**config.mk**
```make
export PLATFORM = sky130hd
export DESIGN_NAME = fir_coeff_pair_loader_flat
export DESIGN_NICKNAME = d
export VERILOG_FILES = /design/src/rtl/fir_coeff_pair_loader_if.sv /design/src/rtl/fir_coeff_pair_loader.sv /design/src/flat_wrapper.sv
export SDC_FILE = /design/constraint.sdc
export NUM_CORES = 1
export LEC_CHECK = 0
export CORE_MARGIN = 10
export CORE_UTILIZATION = 38
export CTS_CLUSTER_DIAMETER = 200
export DETAILED_ROUTE_END_ITERATION = 16
export GPL_ROUTABILITY_DRIVEN = 0
export SLEW_MARGIN = 20
export SYNTH_ARGS = -nofsm -noshare
export SYNTH_HDL_FRONTEND = slang
export SYNTH_SLANG_ARGS = --single-unit
```
**constraint.sdc**
```tcl
create_clock -name user_clk -period 2.2 [get_ports user_clk]
set_input_delay 0.66 -clock user_clk [delete_from_list [all_inputs] [get_ports user_clk]]
set_output_delay 0.66 -clock user_clk [all_outputs]
set_load 0.05 [all_outputs]
```
**src/rtl/fir_coeff_pair_loader_if.sv**
```systemverilog
// fir_coeff_pair_loader_if: register-word input, frame sync and active coefficient outputs of the loader
// FIR_COEF_LOAD_COUNT_EN adds the load_count signal.
interface fir_coeff_pair_loader_if #(
    parameter int COEF_W = 16
);
    logic [2*COEF_W-1:0] reg_data;
    logic                sync_in;
    logic [COEF_W-1:0]   coef_b16;
    logic [COEF_W-1:0]   coef_b17;
    logic                coef_update;
    logic                pending;
`ifdef FIR_COEF_LOAD_COUNT_EN
    logic [15:0]         load_count;
    modport master (output reg_data, sync_in, input coef_b16, coef_b17, coef_update, pending, load_count);
    modport slave  (input reg_data, sync_in, output coef_b16, coef_b17, coef_update, pending, load_count);
`else
    modport master (output reg_data, sync_in, input coef_b16, coef_b17, coef_update, pending);
    modport slave  (input reg_data, sync_in, output coef_b16, coef_b17, coef_update, pending);
`endif
endinterface

```
**src/rtl/fir_coeff_pair_loader.sv**
```systemverilog
// fir_coeff_pair_loader: debounces the b16/b17 coefficient word and applies it only on frame sync
// FIR_COEF_LOAD_COUNT_EN adds a wrapping count of applies on bus.load_count.
module fir_coeff_pair_loader #(
    parameter int                COEF_W        = 16,
    parameter int                STABLE_CYCLES = 4,
    parameter logic [COEF_W-1:0] RESET_B16     = '0,
    parameter logic [COEF_W-1:0] RESET_B17     = '0
) (
    input logic                  user_clk,
    input logic                  user_rst,
    fir_coeff_pair_loader_if.slave bus
);
    localparam int W  = 2 * COEF_W;
    localparam int CW = $clog2(STABLE_CYCLES + 1);
    localparam logic [W-1:0] RESET_PAIR = {RESET_B16, RESET_B17};
    typedef enum logic {IDLE, SETTLE} state_t;
    state_t        state, state_d;
    logic [W-1:0]  reg_q, acc, cand, cand_d, shadow;
    logic [CW-1:0] cnt, cnt_d;
    logic          wr, apply, pending;
    always_ff @(posedge user_clk) begin
        if (user_rst) state <= IDLE;
        else          state <= state_d;
    end
    // cnt >= covers STABLE_CYCLES=1, where the first matching SETTLE cycle writes
    always_comb begin
        state_d = state;
        cand_d  = cand;
        cnt_d   = cnt;
        wr      = 1'b0;
        if (state == IDLE) begin
            if (reg_q != acc) begin
                state_d = SETTLE;
                cand_d  = reg_q;
                cnt_d   = CW'(1);
            end
        end else if (reg_q == acc) begin
            state_d = IDLE;
        end else if (reg_q != cand) begin
            cand_d = reg_q;
            cnt_d  = CW'(1);
        end else if (cnt >= CW'(STABLE_CYCLES - 1)) begin
            wr      = 1'b1;
            state_d = IDLE;
        end else begin
            cnt_d = cnt + 1'b1;
        end
    end
    assign apply       = bus.sync_in & pending;
    assign bus.pending = pending;
    // a write on the apply edge keeps pending so the fresh pair waits for the next sync
    always_ff @(posedge user_clk) begin
        if (user_rst) begin
            reg_q           <= '0;
            acc             <= RESET_PAIR;
            cand            <= '0;
            cnt             <= '0;
            shadow          <= RESET_PAIR;
            pending         <= 1'b0;
            bus.coef_b16    <= RESET_B16;
            bus.coef_b17    <= RESET_B17;
            bus.coef_update <= 1'b0;
        end else begin
            reg_q           <= bus.reg_data;
            cand            <= cand_d;
            cnt             <= cnt_d;
            acc             <= wr ? cand : acc;
            shadow          <= wr ? cand : shadow;
            pending         <= wr | (pending & ~bus.sync_in);
            bus.coef_b16    <= apply ? shadow[W-1:COEF_W] : bus.coef_b16;
            bus.coef_b17    <= apply ? shadow[COEF_W-1:0] : bus.coef_b17;
            bus.coef_update <= apply;
        end
    end
`ifdef FIR_COEF_LOAD_COUNT_EN
    always_ff @(posedge user_clk) begin
        if (user_rst) bus.load_count <= '0;
        else          bus.load_count <= bus.load_count + {15'd0, apply};
    end
`endif
endmodule
```
**src/flat_wrapper.sv**
```systemverilog
// flat-port wrapper written by rule: the top's interface ports become plain ports
module fir_coeff_pair_loader_flat 
#(
    parameter int                COEF_W        = 16,
    parameter int                STABLE_CYCLES = 4,
    parameter logic [COEF_W-1:0] RESET_B16     = '0,
    parameter logic [COEF_W-1:0] RESET_B17     = '0
)
  (user_clk, user_rst, bus_reg_data, bus_sync_in, bus_coef_b16, bus_coef_b17, bus_coef_update, bus_pending);
  fir_coeff_pair_loader_if #(.COEF_W(COEF_W)) bus_i ();
  input logic user_clk;
  input logic user_rst;
  input wire logic [$bits(bus_i.reg_data)-1:0] bus_reg_data;
  input wire logic [$bits(bus_i.sync_in)-1:0] bus_sync_in;
  output wire logic [$bits(bus_i.coef_b16)-1:0] bus_coef_b16;
  output wire logic [$bits(bus_i.coef_b17)-1:0] bus_coef_b17;
  output wire logic [$bits(bus_i.coef_update)-1:0] bus_coef_update;
  output wire logic [$bits(bus_i.pending)-1:0] bus_pending;
  assign bus_i.reg_data = bus_reg_data;
  assign bus_i.sync_in = bus_sync_in;
  assign bus_coef_b16 = bus_i.coef_b16;
  assign bus_coef_b17 = bus_i.coef_b17;
  assign bus_coef_update = bus_i.coef_update;
  assign bus_pending = bus_i.pending;
  fir_coeff_pair_loader #(.COEF_W(COEF_W), .STABLE_CYCLES(STABLE_CYCLES), .RESET_B16(RESET_B16), .RESET_B17(RESET_B17)) u_core (.user_clk(user_clk), .user_rst(user_rst), .bus(bus_i));
endmodule
```
# --- Word-level counts from Yosys, hierarchy flattened ---
# Index checks and enable logic that the tools add are counted.
word_totals:
  out_inout_bits: 34
  elab_cells: 42
  reg_bits: 134
  inputBits: 35
op_classes:
  n_reduce_logical: 3
  bitwise_logic: 4
  muxes: 18
  n_eq_ne: 6
  addsub: 1
  order_cmp: 1
op_table:
  columns: ["operator", "count"]
  rows:
  - ["$mux 32", 4]
  - ["$ne 32x32->1", 2]
  - ["$eq 32x32->1", 1]
  - ["$mux 3", 5]
  - ["$mux 1", 9]
  - ["$reduce_and 3->1", 2]
  - ["$ne 2x2->1 const B", 2]
  - ["$add 3x1->3 const B", 1]
  - ["$ge 3x2->1 const B", 1]
  - ["$ne 3x3->1 const B", 1]
  - ["$and 1x1->1", 2]
  - ["$reduce_bool 2->1", 1]
  - ["$not 1->1", 1]
  - ["$or 1x1->1", 1]

# --- Depth between registers and ports, before layout ---
# Gate-level depths: netlist of run 1.
depth:
  depth_word: 6
  depth_mapped: 8
  ltp_nobuf: 6

# --- Worst setup path after synthesis of run 1 ---
# Ideal clock, no wire load.
synth_path:
  kind: "reg-to-reg"
  from: "register u_core.reg_q[18]"
  to: "register u_core.acc[26]"
  setup_time_ps: 132
  period_less_slack_ps: 2124
  t_arrival_ps: 1992
  required_ps: 2068
  path_buffers: 1
  path_slack_ps: 76
  stages_incl_launch_ff: 8
  cell_sequence: "dfxtp_1 inv_2 a22o_1 or4_4 or4_4 buf_6 o21ai_1 a21oi_1"
synth_via:
  elab_chain_cells: 4
  word_cells_on_any_way: 5
  cone_classes: "eq/ne: 2; mux: 3"
synth_rtl:
  columns: ["item", "line", "rtl"]
  rows:
  - ["from (decl)", "fir_coeff_pair_loader.sv:18", "logic [W-1:0] reg_q, acc, cand, cand_d, shadow;"]
  - ["from (signal assigned)", "fir_coeff_pair_loader.sv:64", "reg_q <= bus.reg_data;"]
  - ["$ne 32x32->1", "fir_coeff_pair_loader.sv:39", "end else if (reg_q != cand) begin"]
  - ["$mux 1", "fir_coeff_pair_loader.sv:39", null]
  - ["$mux 1 (*)", "fir_coeff_pair_loader.sv:37", "end else if (reg_q == acc) begin"]
  - ["$mux 1 (*)", "fir_coeff_pair_loader.sv:31", "if (state == IDLE) begin"]
  - ["to (signal assigned)", "fir_coeff_pair_loader.sv:67", "acc <= wr ? cand : acc;"]
  - ["to (decl)", "fir_coeff_pair_loader.sv:18", null]
# Mark *: on every way between the ends. The rest lies on a longest branch, timed or not.
# A chain may end at the register's enable or synchronous reset.

# --- Final worst setup path of run 1 ---
layout_path:
  from: "register u_core.reg_q[5]"
  to: "register u_core.cnt[0]"
layout_via:
  elab_chain_cells: 4
  word_cells_on_any_way: 10
  cone_classes: "eq/ne: 5; mux: 3; reduce/logical: 2"
layout_rtl:
  columns: ["item", "line", "rtl"]
  rows:
  - ["$ne 32x32->1", "fir_coeff_pair_loader.sv:39", null]
  - ["$mux 3", "fir_coeff_pair_loader.sv:39", null]
  - ["$mux 3", "fir_coeff_pair_loader.sv:37", null]
  - ["$mux 3", "fir_coeff_pair_loader.sv:31", null]
  - ["to (signal assigned)", "fir_coeff_pair_loader.sv:66", "cnt <= cnt_d;"]
  - ["to (decl)", "fir_coeff_pair_loader.sv:19", "logic [CW-1:0] cnt, cnt_d;"]
# Several ways; a longest one is shown, not always the timed one. The select of a mux whose other input is x is not followed.

==> summary by stage, run 1 <==
Clocking
TritonCTS built the clock tree. Counting every sink on the clock net gives around 130. The cell chosen for the clock root is sky130_fd_sc_hd__clkbuf_16. The clock-pin slew reported for the worst setup and hold paths after clock tree synthesis is ~60 ps. The later pin in the worst-skew pair is clocked with a latency of roughly 420 ps. The clock passes through at most 2 buffers. The number of clock buffers inserted by TritonCTS is 17.

In this run the number of H-tree levels came out at 4.

Die
The horizontal die dimension is between 100 and 150 um. The die covers a little under 0.02 mm2. For this configuration, the core starts out at a cell density of approximately 39%. The floorplan step set the die height to 139.7 um. The total core area is 0.01399 mm2. 69 I/O pins were placed.

The number of core rows is between 40 and 50.

Drt
The first detailed-routing pass ran for 5 iterations. Using the TritonRoute via totals, the vias-per-cell ratio works out to around 5.2. The violation count after the first detailed-routing iteration is 371. The post-detailed-route DRC marker count is 0.

The routed length per instance is between 15 and 20 um. Summed over all layers, the routed wires come to 14940 um. For this block, the via count after detailed routing is roughly 4700. The remaining number of nets flagged by the antenna check after routing is 0.

Global route
For met1 alone, demand over resource in global routing was between 10% and 20%. For met2 alone, demand over resource in global routing was a little under a quarter. The pin count of the biggest net entering global routing is between 40 and 50. Global routing used 4.525% of the available met3 tracks. The first global-routing pass estimated approximately 24000 um of wire. The via count of the first global-routing pass is between 4000 and 5000.

The total congestion overflow after global routing is 0. The total routing usage reported by global routing is between 10 and 15%. The initial antenna violation count is 0. After global routing, the most crowded layer is met2.

Layout
The total of fill cells in the finished design is 1315. The most common cell after layout, fill and taps aside is sky130_fd_sc_hd__dfxtp_1. Summing all multi-input logic gate instances after layout gives roughly 0.0026 mm2. The net count of the finished layout is roughly 750. Cells fill a little over half of the core in the end. The number of antenna diodes is 0. For this run, the number of standard cells in the final layout without fillers is about 900. Relative to the synthesized area, the layout overhead comes to 34.08%. Leaving out fill and tap cells, the most frequent cells in the layout are sky130_fd_sc_hd__dfxtp_1 (134), sky130_fd_sc_hd__a21oi_1 (97), sky130_fd_sc_hd__nand2_1 (66).

The share of post-route cells with drive strength above 1 is approximately 18%. Across the whole layout, storage elements account for roughly 0.0027 mm2.

Critical path
The stage delay of the slowest cell on the critical path is between 500 and 600 ps. The category of the critical setup timing path is reg2reg. Counting cells, the worst reg-to-reg path comes to 7. The buffer and inverter count on the worst path is 1.

The most numerous cell type found on the critical path is sky130_fd_sc_hd__or4_4. STA classifies the critical path endpoint as a flop. The origin of the critical flop-to-flop path is u_core.reg_q[5]. The critical path goes through nand2b_1 > o221ai_1 > or4_4 > or4_4 > buf_6 > a21oi_1 > a311oi_1. The cell at the slowest stage of the critical path is sky130_fd_sc_hd__or4_4.

The critical path required time is between 2000 and 2500 ps. Data on the critical path arrives at its endpoint at about 2400 ps. In this run the number of cells on the critical path is 7. In this run the critical register-to-register path is captured at u_core.cnt[0]. Setup slack on the worst reg-to-reg path comes out at 50 ps. In this run the worst path has a maximum fanout of 9. The worst setup path is launched from a flop. The kind of cell adding the most delay to the critical path is simple AND/OR/NAND/NOR gates.

Worst hold path
Along the worst hold path, the cell count comes to 2. The path with the worst hold slack has its endpoint at u_core.bus.coef_b16[2]. The launch instance of the worst min-delay path is u_core.bus.coef_b16[2].

The path class of the tightest hold or removal check is reg2reg.

Timing
The relative slew slack is 64.73%. At the pin with the least slew margin, the transition time is around 530 ps. The least setup slack across all paths after layout is 51.39 ps. The final count of negative-setup-slack endpoints is 0. The worst setup skew after layout is slightly above 7 ps. The total count of max-transition violations in the final report is 0. Summed over all failing endpoints, the final setup total negative slack is 0 ps. Setup repair after global routing could not meet its margin everywhere. The worst hold margin is 452.8 ps. After layout, the worst path uses ~98% of the clock period. The clock period could shrink to 2149 ps. The final number of hold-violating endpoints is 0. The maximum clock frequency is roughly 470 MHz.

Placed design
Once detailed placement completed, the half-perimeter wirelength came to between 10000 and 15000 um. Counting tap cells, the placed design contains a total of 864 instances. The number of I/O port buffers is 68. Before CTS, the worst setup slack after placement is about 8 ps.

Power and ir drop
The maximum ir drop on the vdd rail is 0.0006204 V. The power density normalized to cell area is 801.9 mW/mm2. For this design the static power due to leakage is approximately 2.8 nW.

Logic synthesis
For this run, the number of Yosys warnings is 0. The synthesized area is around 0.0054 mm2. The most common flop cell mapped by yosys is sky130_fd_sc_hd__dfxtp_1.

The post-synthesis average cell area is just under 9 um2. Synthesis instantiated 36 different standard cells from the library. Counting flops with a built-in enable in the synthesized netlist gives 0. The share of the yosys chip area belonging to registers is 49.24%. Of all flip-flops after synthesis, the portion carrying an async set or reset was 0%.

The post-synthesis instance total is ~620. The number of nets in the synthesized netlist is around 650. After synthesis the netlist holds a flip-flop and latch count of between 100 and 150.

Run status
The run finished with clean final reports.

Run
Max-cap violations in this run came to 0.
## metal layers
metal	vias up	share of wire (%)
li1	2306	-
met3	24	5.3
met5	-	0
met1	2280	45
met4	0	2.1
met2	114	47
## cell usage after synthesis (3+ instances only)
library cell	number	area share [%]
sky130_fd_sc_hd__dfxtp_1	134	49
sky130_fd_sc_hd__clkbuf_2	4	0.37
sky130_fd_sc_hd__o21ai_0	34	3.1
sky130_fd_sc_hd__nor4_1	8	0.92
sky130_fd_sc_hd__o21ai_1	29	2.7
sky130_fd_sc_hd__nand3_1	34	3.1
sky130_fd_sc_hd__buf_1	3	0.21
sky130_fd_sc_hd__clkbuf_1	32	2.2
sky130_fd_sc_hd__nor2_1	3	0.21
sky130_fd_sc_hd__xnor2_1	34	5.5
sky130_fd_sc_hd__nand2_1	67	4.6
sky130_fd_sc_hd__nand2b_1	5	0.57
sky130_fd_sc_hd__buf_6	6	1.2
sky130_fd_sc_hd__nor3_1	3	0.28
sky130_fd_sc_hd__inv_1	4	0.28
sky130_fd_sc_hd__nor2b_1	33	3.8
sky130_fd_sc_hd__nand3b_1	28	3.9
sky130_fd_sc_hd__a21oi_1	98	9.0
sky130_fd_sc_hd__xor2_1	27	4.3
sky130_fd_sc_hd__nand4_1	9	1.0
## worst max-delay path by stage
stage	endpoint	start	slack [ps]
4_1_cts	u_core.acc[29]	u_core.reg_q[5]	-3
3_5_place_dp	u_core.acc[15]	u_core.reg_q[5]	8
3_3_place_gp	u_core.acc[31]	u_core.reg_q[18]	30
5_1_grt	u_core.cnt[0]	u_core.cand[24]	-60
6_report	u_core.cnt[0]	u_core.reg_q[5]	50
2_1_floorplan	u_core.acc[26]	u_core.reg_q[18]	80
## per-stage QoR
| stage | total power [mW] | area [um2] |
|---|---|---|
| after CTS | 5.895 | 7147 |
| after floorplan | 2.739 | 5448 |
| after detailed placement | 2.901 | 6529 |
| after global routing | 6.053 | 7305 |
| after global placement | 2.894 | 6529 |
| final | 5.858 | 7305 |
## registers in the layout, summed over array words and instances (netlist names)
| name | count |
|---|---|
| u_core.state | 1 |
| u_core.bus.coef_b17 | 16 |
| u_core.bus.pending | 1 |
| u_core.acc | 32 |
| u_core.cand | 32 |
| u_core.reg_q | 32 |
| u_core.bus.coef_b16 | 16 |
| u_core.cnt | 3 |
| u_core.bus.coef_update | 1 |
## worst reg2reg max path, stage by stage (launching register included)
cell and delay (ps):
sky130_fd_sc_hd__dfxtp_1 350, sky130_fd_sc_hd__nand2b_1 130, sky130_fd_sc_hd__o221ai_1 110, sky130_fd_sc_hd__or4_4 560, sky130_fd_sc_hd__or4_4 480, sky130_fd_sc_hd__buf_6 170
sky130_fd_sc_hd__a21oi_1 140, sky130_fd_sc_hd__a311oi_1 70
## area by class of cell
class,instances,share of cell area (%)
clock inverter,8,1.987
timing repair buffer,122,16.15
inverter,5,0.2569
clock buffer,24,6.595
sequential,134,36.72
tap,180,3.083
multi-input combinational,430,35.20
## what timing repair did
| action | CTS | global route |
|---|---|---|
| gates resized for setup | 7 | 32 |
| hold buffers | 0 | 0 |
| setup buffers | 0 | 4 |
| pin swaps | 0 | 6 |
| hold endpoints to repair | 0 | 0 |
| cloned | 0 | 3 |
| endpoints found under the setup margin | 11 | 67 |
## where the power goes
group / switching, mW / internal [mW] / total [mW]
Combinational: 0.141 / 0.179 / 0.321
Sequential: 0.0559 / 2.49 / 2.54
Clock: 1.01 / 1.98 / 2.99
## kinds of logic (layout without fill, tap and decap cells)
| kind of cell | Yosys count | after routing | synth area share (%) |
|---|---|---|---|
| buffers and inverters | 52 | 159 | 4.547 |
| xor gates and xnor gates | 61 | 61 | 9.807 |
| DFF | 134 | 134 | 49.24 |
| AOI/OAI and AO/OA | 167 | 167 | 15.71 |
| adders and majority gates | 2 | 2 | 0.4593 |
| and+or+nand+nor | 198 | 198 | 19.87 |
| muxes | 2 | 2 | 0.3675 |
(Power assumes the default switching activity.)
==> run 2, diff against run 1 <==
HOLD_SLACK_MARGIN = 0.03   (was unset)
==> results of run 2 <==
Same layout as run 1: the final DEF is identical, and so are final timing and power.
